### src/rtl/poly_use_hint_ctrl_if.sv
// Control and memory-port bundle for poly_use_hint_ctrl.
// The master side is the controller; the slave side is the requester plus coefficient/hint/w1 memories.
interface poly_use_hint_ctrl_if #(
  parameter int AW = 8
);
  logic               start;
  logic               abort;
  logic               busy;
  logic               done;
  logic               err;
  logic               rd_en;
  logic [AW-1:0]      rd_addr;
  logic signed [31:0] rd_coef;
  logic               rd_hint;
  logic               wr_en;
  logic [AW-1:0]      wr_addr;
  logic [3:0]         wr_data;

  modport master (
    input  start, abort, rd_coef, rd_hint,
    output busy, done, err, rd_en, rd_addr, wr_en, wr_addr, wr_data
  );

  modport slave (
    output start, abort, rd_coef, rd_hint,
    input  busy, done, err, rd_en, rd_addr, wr_en, wr_addr, wr_data
  );
endinterface

### src/rtl/poly_use_hint_ctrl.sv
// Streams one polynomial through UseHint (gamma2 = (q-1)/32), writing 4-bit w1 per coefficient.
// Optional hint-count check against OMEGA when USE_HINT_OMEGA_CHECK_EN is defined.
module poly_use_hint_ctrl #(
  parameter int N     = 256,
  parameter int OMEGA = 55,
  parameter int AW    = 8
) (
  input  logic                 clk,
  input  logic                 rst_n,
  poly_use_hint_ctrl_if.master bus
);

  localparam logic [AW-1:0]      LAST_ADDR = AW'(N - 1);
  localparam logic signed [32:0] Q         = 33'sd8380417;
  localparam logic signed [31:0] HALF_Q    = 32'sd4190208;
  localparam logic [31:0]        TWO_G2    = 32'd523776;

  if (OMEGA < 1 || OMEGA >= N || N != (1 << AW)) begin : g_param_check
    $error("poly_use_hint_ctrl: need N == 2**AW and 1 <= OMEGA < N");
  end

  typedef enum logic [1:0] {S_IDLE, S_RUN, S_DRAIN, S_DONE} state_t;

  state_t        state;
  logic [AW-1:0] cnt;
  logic          rd_en_q;
  logic          busy_q;
  logic          done_q;
  logic          drain_q;
  logic          s1_v;
  logic [AW-1:0] s1_addr;
  logic          wr_en_q;
  logic [AW-1:0] wr_addr_q;
  logic [3:0]    wr_data_q;
  logic [AW-1:0] rd_addr_w;

`ifdef USE_HINT_OMEGA_CHECK_EN
  localparam int HW = $clog2(OMEGA + 2);
  logic [HW-1:0] hcnt;
  logic          err_q;
  assign bus.err = err_q;
`else
  assign bus.err = 1'b0;
`endif

  assign rd_addr_w   = rd_en_q ? cnt : '0;
  assign bus.rd_en   = rd_en_q;
  assign bus.rd_addr = rd_addr_w;
  assign bus.busy    = busy_q;
  assign bus.done    = done_q;
  assign bus.wr_en   = wr_en_q;
  assign bus.wr_addr = wr_addr_q;
  assign bus.wr_data = wr_data_q;

  // Decompose + UseHint. Input is taken as lying in (-q, 2q) and folded once into [0, q).
  logic signed [32:0] r;
  logic [22:0]        a;
  logic [16:0]        t1;
  logic [26:0]        p;
  logic [3:0]         a1;
  logic signed [31:0] a0;
  logic [3:0]         w1;

  always_comb begin
    r = {bus.rd_coef[31], bus.rd_coef};
    if (r < 0)
      r = r + Q;
    else if (r >= Q)
      r = r - Q;
    a  = 23'(r);
    t1 = 17'((24'(a) + 24'd127) >> 7);
    p  = 27'(t1) * 27'd1025 + 27'd2097152;
    a1 = 4'(p >> 22);
    a0 = $signed(32'(a)) - $signed(32'(a1) * TWO_G2);
    if (a0 > HALF_Q)
      a0 = a0 - 32'sd8380417;
    if (!bus.rd_hint)
      w1 = a1;
    else if (a0 > 0)
      w1 = a1 + 4'd1;
    else
      w1 = a1 - 4'd1;
  end

  // rd_coef/rd_hint arrive registered by the memory one cycle after rd_en, so they act as the
  // stage-1 data word; s1_* carries the matching valid/address alongside them.
  always_ff @(posedge clk or negedge rst_n) begin
    if (!rst_n) begin
      state     <= S_IDLE;
      cnt       <= '0;
      rd_en_q   <= 1'b0;
      busy_q    <= 1'b0;
      done_q    <= 1'b0;
      drain_q   <= 1'b0;
      s1_v      <= 1'b0;
      s1_addr   <= '0;
      wr_en_q   <= 1'b0;
      wr_addr_q <= '0;
      wr_data_q <= '0;
`ifdef USE_HINT_OMEGA_CHECK_EN
      hcnt      <= '0;
      err_q     <= 1'b0;
`endif
    end else begin
      s1_v      <= rd_en_q;
      s1_addr   <= rd_addr_w;
      wr_en_q   <= s1_v;
      wr_addr_q <= s1_v ? s1_addr : '0;
      wr_data_q <= s1_v ? w1 : '0;
      done_q    <= 1'b0;
`ifdef USE_HINT_OMEGA_CHECK_EN
      if (s1_v && bus.rd_hint && hcnt <= HW'(OMEGA))
        hcnt <= hcnt + HW'(1);
`endif
      if (bus.abort && state != S_IDLE) begin
        state     <= S_IDLE;
        rd_en_q   <= 1'b0;
        busy_q    <= 1'b0;
        s1_v      <= 1'b0;
        wr_en_q   <= 1'b0;
        wr_addr_q <= '0;
      end else begin
        case (state)
          S_IDLE: begin
            if (bus.start) begin
              state   <= S_RUN;
              cnt     <= '0;
              rd_en_q <= 1'b1;
              busy_q  <= 1'b1;
`ifdef USE_HINT_OMEGA_CHECK_EN
              hcnt    <= '0;
              err_q   <= 1'b0;
`endif
            end
          end
          S_RUN: begin
            if (cnt == LAST_ADDR) begin
              rd_en_q <= 1'b0;
              drain_q <= 1'b0;
              state   <= S_DRAIN;
            end else begin
              cnt <= cnt + AW'(1);
            end
          end
          S_DRAIN: begin
            if (drain_q) begin
              state  <= S_DONE;
              busy_q <= 1'b0;
              done_q <= 1'b1;
`ifdef USE_HINT_OMEGA_CHECK_EN
              err_q  <= (hcnt > HW'(OMEGA));
`endif
            end else begin
              drain_q <= 1'b1;
            end
          end
          S_DONE: state <= S_IDLE;
          default: state <= S_IDLE;
        endcase
      end
    end
  end

endmodule

### src/flat_wrapper.sv
// flat-port wrapper written by rule: the top's interface ports become plain ports
module poly_use_hint_ctrl_flat 
#(
  parameter int N     = 256,
  parameter int OMEGA = 55,
  parameter int AW    = 8
)
  (clk, rst_n, bus_start, bus_abort, bus_rd_coef, bus_rd_hint, bus_busy, bus_done, bus_err, bus_rd_en, bus_rd_addr, bus_wr_en, bus_wr_addr, bus_wr_data);
  poly_use_hint_ctrl_if #(.AW(AW)) bus_i ();
  input  logic clk;
  input  logic rst_n;
  input wire logic [$bits(bus_i.start)-1:0] bus_start;
  input wire logic [$bits(bus_i.abort)-1:0] bus_abort;
  input wire logic [$bits(bus_i.rd_coef)-1:0] bus_rd_coef;
  input wire logic [$bits(bus_i.rd_hint)-1:0] bus_rd_hint;
  output wire logic [$bits(bus_i.busy)-1:0] bus_busy;
  output wire logic [$bits(bus_i.done)-1:0] bus_done;
  output wire logic [$bits(bus_i.err)-1:0] bus_err;
  output wire logic [$bits(bus_i.rd_en)-1:0] bus_rd_en;
  output wire logic [$bits(bus_i.rd_addr)-1:0] bus_rd_addr;
  output wire logic [$bits(bus_i.wr_en)-1:0] bus_wr_en;
  output wire logic [$bits(bus_i.wr_addr)-1:0] bus_wr_addr;
  output wire logic [$bits(bus_i.wr_data)-1:0] bus_wr_data;
  assign bus_i.start = bus_start;
  assign bus_i.abort = bus_abort;
  assign bus_i.rd_coef = bus_rd_coef;
  assign bus_i.rd_hint = bus_rd_hint;
  assign bus_busy = bus_i.busy;
  assign bus_done = bus_i.done;
  assign bus_err = bus_i.err;
  assign bus_rd_en = bus_i.rd_en;
  assign bus_rd_addr = bus_i.rd_addr;
  assign bus_wr_en = bus_i.wr_en;
  assign bus_wr_addr = bus_i.wr_addr;
  assign bus_wr_data = bus_i.wr_data;
  poly_use_hint_ctrl #(.N(N), .OMEGA(OMEGA), .AW(AW)) u_core (.clk(clk), .rst_n(rst_n), .bus(bus_i));
endmodule
### config.mk
export PLATFORM = sky130hd
export DESIGN_NAME = poly_use_hint_ctrl_flat
export DESIGN_NICKNAME = d
export VERILOG_FILES = /design/src/rtl/poly_use_hint_ctrl_if.sv /design/src/rtl/poly_use_hint_ctrl.sv /design/src/flat_wrapper.sv
export SDC_FILE = /design/constraint.sdc
export NUM_CORES = 1
export LEC_CHECK = 0
export ABC_AREA = 1
export CORE_UTILIZATION = 40
export DETAILED_ROUTE_END_ITERATION = 7
export HOLD_SLACK_MARGIN = 0.08
export SLEW_MARGIN = 25
export SYNTH_ARGS = -nofsm -noshare
export SYNTH_HDL_FRONTEND = slang
export SYNTH_SLANG_ARGS = --single-unit
### constraint.sdc
create_clock -name clk -period 2.79 [get_ports clk]
set_input_delay 0.4185 -clock clk [delete_from_list [all_inputs] [get_ports clk]]
set_output_delay 0.4185 -clock clk [all_outputs]
set_load 0.01 [all_outputs]
# After elaboration in Yosys (flattened, before gate mapping)
# Index checks and enable logic that the tools add are counted.
[totals]
out_inout_bits = 25
wordCells = 79
ff_bits = 36
in_bits = 37
[classes]
bitwise = 1
add_sub_neg = 9
n_reduce_logical = 12
n_mux = 30
n_mul = 2
order_cmp = 4
eq_ne = 10
[op_table]
columns = ["operator", "n"]
rows = [
  ["$mux 23", 2],
  ["$mux 8", 5],
  ["$ge 32x24->1 const B", 1],
  ["$gt 32x1->1 const B", 1],
  ["$gt 32x23->1 const B", 1],
  ["$lt 32x1->1 const B", 1],
  ["$mux 32", 1],
  ["$sub 32x24->32 const B", 1],
  ["$add 26x22->26 const B", 1],
  ["$mul 17x11->26 const B", 1],
  ["$add 23x7->24 const B", 1],
  ["$sub 23x23->24", 1],
  ["$add 23x14->23 const B", 1],
  ["$sub 23x14->23 const B", 1],
  ["$pmux 8 s2", 1],
  ["$mul 4x10->14 const B", 1],
  ["$mux 4", 3],
  ["$reduce_and 3->1", 4],
  ["$mux 1", 10],
  ["$add 8x1->8 const B", 1],
  ["$eq 8x8->1 const B", 1],
  ["$mux 2", 4],
  ["$pmux 2 s4", 1],
  ["$ne 3x1->1 const B", 2],
  ["other kinds (14)", 21],
]

# Logic depth before layout (Yosys ltp)
[depth]
ltp_word = 14
depth_mapped = 82
depth_no_buf = 80

# Worst setup path after synthesis
# Ideal clock, no wire load.
[synth_timing]
path_kind = "input port to flip-flop"
startpoint = "input port bus_rd_coef[1]"
endpoint = "register u_core.wr_data_q[2] (netlist: u_core.bus.wr_data[2])"
required_ns = 2.670
setup_slack_ns = -7.655
setup_time_ns = 0.120
path_buffers = 2
path_stages = 73
arrival_time_ns = 10.324
path_cell_list = "inv_1 > ha_1 > nand2_2 > nor2_4 > nand3_1 > nand3_2 > nand4_4 > buf_8 > nand2_2 > nand2_2 > nand2_4 > inv_2 > nor2_4 > nand2_1 > inv_2 > nand2_1 > nor4_1 > nand4_1 > [... 37 more ...] > a21oi_4 > nand2_4 > inv_2 > buf_6 > nand2_1 > nand2_1 > nand2_1 > nor2_1 > nand2_1 > nor2_1 > nand3_2 > nand2_2 > inv_1 > fa_1 > xor2_1 > nand2_1 > o211ai_1 > inv_1"
[synth_between]
elab_chain_cells = 14
word_cells_on_any_way = 20
classes_between = "add/sub (8); mul (2); order compare (4); mux (6)"
[synth_lines]
columns = ["element", "line_no", "rtl"]
rows = [
  ["from (decl)", "flat_wrapper.sv:14", "input wire logic [$bits(bus_i.rd_coef)-1:0] bus_rd_coef;"],
  ["$ge 32x24->1 / $sub 23x14->23 (equally long branches)", "poly_use_hint_ctrl.sv:68, poly_use_hint_ctrl.sv:69", ""],
  ["$mux 23", "poly_use_hint_ctrl.sv:68", "else if (r >= Q)"],
  ["$mux 23 (*)", "poly_use_hint_ctrl.sv:66", "if (r < 0)"],
  ["$add 23x7->24", "poly_use_hint_ctrl.sv:71", "t1 = 17'((24'(a) + 24'd127) >> 7);"],
  ["$mul 17x11->26", "poly_use_hint_ctrl.sv:72", "p = 27'(t1) * 27'd1025 + 27'd2097152;"],
  ["$add 26x22->26", "poly_use_hint_ctrl.sv:72", ""],
  ["$mul 4x10->14", "poly_use_hint_ctrl.sv:74", "a0 = $signed(32'(a)) - $signed(32'(a1) * TWO_G2);"],
  ["$sub 23x23->24", "poly_use_hint_ctrl.sv:74", ""],
  ["$sub 32x24->32 / $gt 32x23->1 (equally long branches)", "poly_use_hint_ctrl.sv:76, poly_use_hint_ctrl.sv:75", ""],
  ["$mux 32", "poly_use_hint_ctrl.sv:75", "if (a0 > HALF_Q)"],
  ["$gt 32x1->1", "poly_use_hint_ctrl.sv:79", "else if (a0 > 0)"],
  ["$mux 4", "poly_use_hint_ctrl.sv:79", ""],
  ["$mux 4 (*)", "poly_use_hint_ctrl.sv:77", "if (!bus.rd_hint)"],
  ["$mux 4 (*)", "poly_use_hint_ctrl.sv:109", "wr_data_q <= s1_v ? w1 : '0;"],
  ["to (signal assigned)", "poly_use_hint_ctrl.sv:109", ""],
  ["to (decl)", "poly_use_hint_ctrl.sv:34", "logic [3:0] wr_data_q;"],
]
# Every way passes the cells marked *; elsewhere a longest branch is shown, timed or not.
# A chain may end at the register's enable or synchronous reset.

# Final worst setup path
[layout_timing]
startpoint = "input port bus_rd_coef[0]"
endpoint = "register u_core.wr_data_q[3] (netlist: u_core.bus.wr_data[3])"
# The elaborated chain is that of the path after synthesis.

==> insert_results.sql <==
INSERT INTO impl_metrics (metric_group, metric, value, unit) VALUES
('run_status', 'outcome', 'finished, violations left', ''),
('run_status', 'violations', 'negative setup slack', ''),
('power', 'finalPower', '0.01542', 'W'),
('floorplanning', 'fp.coreArea', '16640', 'µm²'),
('synth', 'area_fraction_in_compound_gates_after_synthesis', '8.761', '%'),
('synth', 'ys.warnings.count', '0', ''),
('setup_path', 'timing.critical_path.required', '3.00', 'ns'),
('place', 'place.detailed.hpwl', '17320', 'µm'),
('clock_tree', 'clk_path_buf_depth', '2', ''),
('route', 'dr.pass1.iters', '5', ''),
('sta', 'setup_tns', '-24.47', 'ns'),
('clock_tree', 'numCtsBuffers', '5', ''),
('sta', 'final_setup_slack_of_the_worst_path', '-7.352', 'ns'),
('power', 'power.net_switching', '0.007466', 'W'),
('synth', 'post_synth_edffs', '0', ''),
('setup_path', 'critPathMostFrequentCell', 'sky130_fd_sc_hd__nand2_2', ''),
('synth', 'synth.net_count', '1238', ''),
('synth', 'syn_avg_cell_area', '6.072', 'µm²'),
('setup_path', 'critical_path.endpoint_type', 'flop', ''),
('final_layout', 'flow.area_growth_from_synthesis', '61.21', '%'),
('power', 'power.static_leakage', '5.915', 'nW'),
('place', 'dpl_worst_slack', '-8.120', 'ns'),
('synth', 'mappedNetlistArea', '6855', 'µm²'),
('clock_tree', 'cts_htree_levels', '2', ''),
('synth', 'share_of_the_yosys_chip_area_belonging_to_registers', '13.14', '%'),
('setup_path', 'cpLargestDelayFamily', 'simple AND/OR/NAND/NOR gates', ''),
('route', 'routed_wire_length_per_instance', '12.38', 'µm'),
('floorplanning', 'rows', '47', ''),
('synth', 'netlist.area_leader.share', '16.81', '%'),
('final_layout', 'finish.cell_count_without_fillers', '1741', ''),
('floorplanning', 'initial_utilization', '41.19', '%'),
('power', 'part_of_the_power_in_registers', '4.5', '%'),
('synth', 'synth_top_family_by_area', 'simple AND/OR/NAND/NOR gates', ''),
('synth', 'synthSimpleGateAreaFrac', '45.28', '%'),
('setup_path', 'critical_path_cell_count', '75', ''),
('setup_path', 'crit_buf_inv', '14', ''),
('clock_tree', 'cts_tree', 'built', ''),
('synth', 'synthXorXnorAreaFrac', '6.260', '%'),
('global_route', 'grt_start_max_net_pins', '37', ''),
('place', 'placed_cell_count', '1680', ''),
('sta', 'rsz0062_at_grt', 'true', ''),
('power', 'comb_power_share', '91.1', '%'),
('min_path', 'hold_path_class', 'flop to flop', ''),
('route', 'vias_per_cell', '4.785', ''),
('floorplanning', 'design.portCount', '62', ''),
('power', 'power_density', '1395', 'nW/µm²'),
('floorplanning', 'die_w', '132.9', 'µm'),
('sta', 'finalHoldViolCount', '0', ''),
('power', 'p_sw_share', '48.43', '%'),
('setup_path', 'critical_path_class', 'input pin to flop', ''),
('global_route', 'grt_pass1_wl', '35070', 'µm'),
('synth', 'async_flop_share', '100.0', '%'),
('place', 'portBuffers', '60', ''),
('global_route', 'grt_pass1_vias', '7650', ''),
('clock_tree', 'cts.hold.buffers_added', '0', ''),
('route', 'final_antenna_net_count', '0', ''),
('synth', 'postSynthCellCount', '1129', ''),
('power', 'intPower', '0.007951', 'W'),
('final_layout', 'finish.instance_area', '11050', 'µm²'),
('sta', 'finalSetupViolCount', '4', ''),
('global_route', 'grt_antenna_before_repair', '0', ''),
('synth', 'yosysTopAreaCell', 'sky130_fd_sc_hd__nand2_1', ''),
('clock_tree', 'clock_latency', '0.28', 'ns'),
('setup_path', 'setup_crit_start_kind', 'input pin', ''),
('synth', 'yosys.cell_types.count', '51', ''),
('final_layout', 'diodes', '0', ''),
('clock_tree', 'clk_pin_slew', '0.05', 'ns'),
('sta', 'max_clock_freq', '98.60', 'MHz'),
('place', 'placedInstanceArea', '10040', 'µm²'),
('clock_tree', 'clock_root_buffer', 'sky130_fd_sc_hd__clkbuf_16', ''),
('setup_path', 'worst-path-max-fanout', '8', '');
power groups by stage:
stage	Combinational (W)	Clock (W)	Sequential (W)
detailed placement	0.0123	0	0.000710
CTS	0.0133	0.000682	0.000702
global route	0.0155	0.000711	0.000714
global placement	0.0122	0	0.000705
finish	0.0140	0.000675	0.000701
floorplan	0.00715	0	0.000689
cell type report:
class	instances	area, µm²
Tap cell	220	275.3
Multi-Input combinational cell	888	5748
Inverter	184	714.4
Clock inverter	1	30.03
Timing Repair Buffer	405	3231
Sequential cell	36	900.9
Fill cell	1425	5590
Clock buffer	7	152.6
per-stage QoR:
step                      util, %  hold WS (ns)
final                       66.41        0.4799
after global routing        66.41        0.5003
after CTS                   63.85        0.4839
after detailed placement    60.30        0.4824
after global placement      60.30        0.4747
after floorplan                 -        0.1229
state kept, by name, indices dropped and copies added, names as in the netlist:
name                flops
u_core.bus.busy         1
u_core.bus.done         1
u_core.bus.rd_en        1
u_core.bus.wr_addr      8
u_core.bus.wr_data      4
u_core.bus.wr_en        1
u_core.cnt              8
u_core.drain_q          1
u_core.s1_addr          8
u_core.s1_v             1
u_core.state            2
kinds of logic (layout without fill, tap and decap cells):
kind of cell | count (synthesis) | count (layout)
compound gates | 105 | 105
xor+xnor | 49 | 49
fa+ha+maj | 72 | 72
buf+inv | 205 | 597
flops | 36 | 36
other cells | 1 | 1
simple gates | 661 | 661
final timing paths:
path	from	to	slack, ns
min	u_core.s1_addr[7]$_DFF_PN0_	u_core.bus.wr_addr[7]$_DFF_PN0_	0.48
max	bus_rd_coef[0]	u_core.bus.wr_data[3]$_DFF_PN0_	-7.35
max in group asynchronous	rst_n	u_core.s1_addr[5]$_DFF_PN0_	1.92
min reg2reg	u_core.s1_addr[7]$_DFF_PN0_	u_core.bus.wr_addr[7]$_DFF_PN0_	0.48
min in group asynchronous	rst_n	u_core.bus.wr_data[1]$_DFF_PN0_	0.55
max reg2reg	u_core.state[0]$_DFFE_PN0P_	u_core.cnt[6]$_DFFE_PN0P_	0.53
per-layer routing:
| metal | up-vias | part of all wire [%] | track usage (%) |
|---|---|---|---|
| met3 | 17 | 3.0 | 1.341 |
| met1 | 3789 | 47 | 33.09 |
| met2 | 150 | 49 | 41.51 |
| li1 | 4374 | - | - |
| met4 | 0 | 0.52 | 2.746 |
| met5 | - | 0 | 0 |
cell usage after synthesis (3+ instances only):
library cell	number
sky130_fd_sc_hd__or2_2	3
sky130_fd_sc_hd__buf_6	5
sky130_fd_sc_hd__nand2_1	307
sky130_fd_sc_hd__nor3b_1	4
sky130_fd_sc_hd__nor2_4	11
sky130_fd_sc_hd__nand3_2	10
sky130_fd_sc_hd__clkbuf_1	5
sky130_fd_sc_hd__xnor2_1	6
sky130_fd_sc_hd__a21oi_1	35
sky130_fd_sc_hd__nor3_1	22
sky130_fd_sc_hd__fa_1	10
sky130_fd_sc_hd__o21ai_1	6
sky130_fd_sc_hd__nand4_1	22
sky130_fd_sc_hd__nand3b_1	4
sky130_fd_sc_hd__inv_2	20
sky130_fd_sc_hd__inv_1	163
sky130_fd_sc_hd__o21bai_1	5
sky130_fd_sc_hd__dfrtp_1	36
sky130_fd_sc_hd__o211ai_1	5
sky130_fd_sc_hd__xor2_1	43
sky130_fd_sc_hd__nor2_1	120
sky130_fd_sc_hd__nor4_1	8
sky130_fd_sc_hd__buf_2	5
sky130_fd_sc_hd__ha_1	62
sky130_fd_sc_hd__nand3_1	102
sky130_fd_sc_hd__buf_4	4
sky130_fd_sc_hd__nor2_2	11
sky130_fd_sc_hd__nand2_4	8
sky130_fd_sc_hd__o21ai_0	37
sky130_fd_sc_hd__a31oi_1	3
sky130_fd_sc_hd__nand2_2	21
tightest hold or removal path: stages, from the launching register on:
cell and delay, ns:
sky130_fd_sc_hd__dfrtp_1 0.35, sky130_fd_sc_hd__nand2_1 0.06, sky130_fd_sc_hd__nor2_1 0.04
cell usage in the layout, fill, tap and decap left out, types with 7 or more instances in the layout:
cell type,instances
sky130_fd_sc_hd__dfrtp_1,36
sky130_fd_sc_hd__nor2_4,23
sky130_fd_sc_hd__nor2_2,19
sky130_fd_sc_hd__dlymetal6s2s_1,11
sky130_fd_sc_hd__inv_1,150
sky130_fd_sc_hd__buf_6,9
sky130_fd_sc_hd__nand2_2,53
sky130_fd_sc_hd__nand3_1,93
sky130_fd_sc_hd__a21oi_1,26
sky130_fd_sc_hd__clkbuf_2,12
sky130_fd_sc_hd__ha_1,49
sky130_fd_sc_hd__clkdlybuf4s50_1,28
sky130_fd_sc_hd__buf_4,332
sky130_fd_sc_hd__ha_4,10
sky130_fd_sc_hd__o21ai_0,31
sky130_fd_sc_hd__inv_2,28
sky130_fd_sc_hd__nand4_1,22
sky130_fd_sc_hd__nand2_4,15
sky130_fd_sc_hd__o21ai_1,11
sky130_fd_sc_hd__xor2_1,41
sky130_fd_sc_hd__nor2_1,100
sky130_fd_sc_hd__nand2_1,267
sky130_fd_sc_hd__nor3_1,20
sky130_fd_sc_hd__a21oi_2,7
sky130_fd_sc_hd__nand3_2,14
repair_timing:
| item | 4_1_cts | 5_1_grt |
|---|---|---|
| setup buffers | 36 | 16 |
| endpoints found under the setup margin | 4 | 4 |
| gates resized for setup | 66 | 125 |
| pin swaps | 81 | 106 |
| cloned | 1 | 0 |
(Power assumes the default switching activity.)
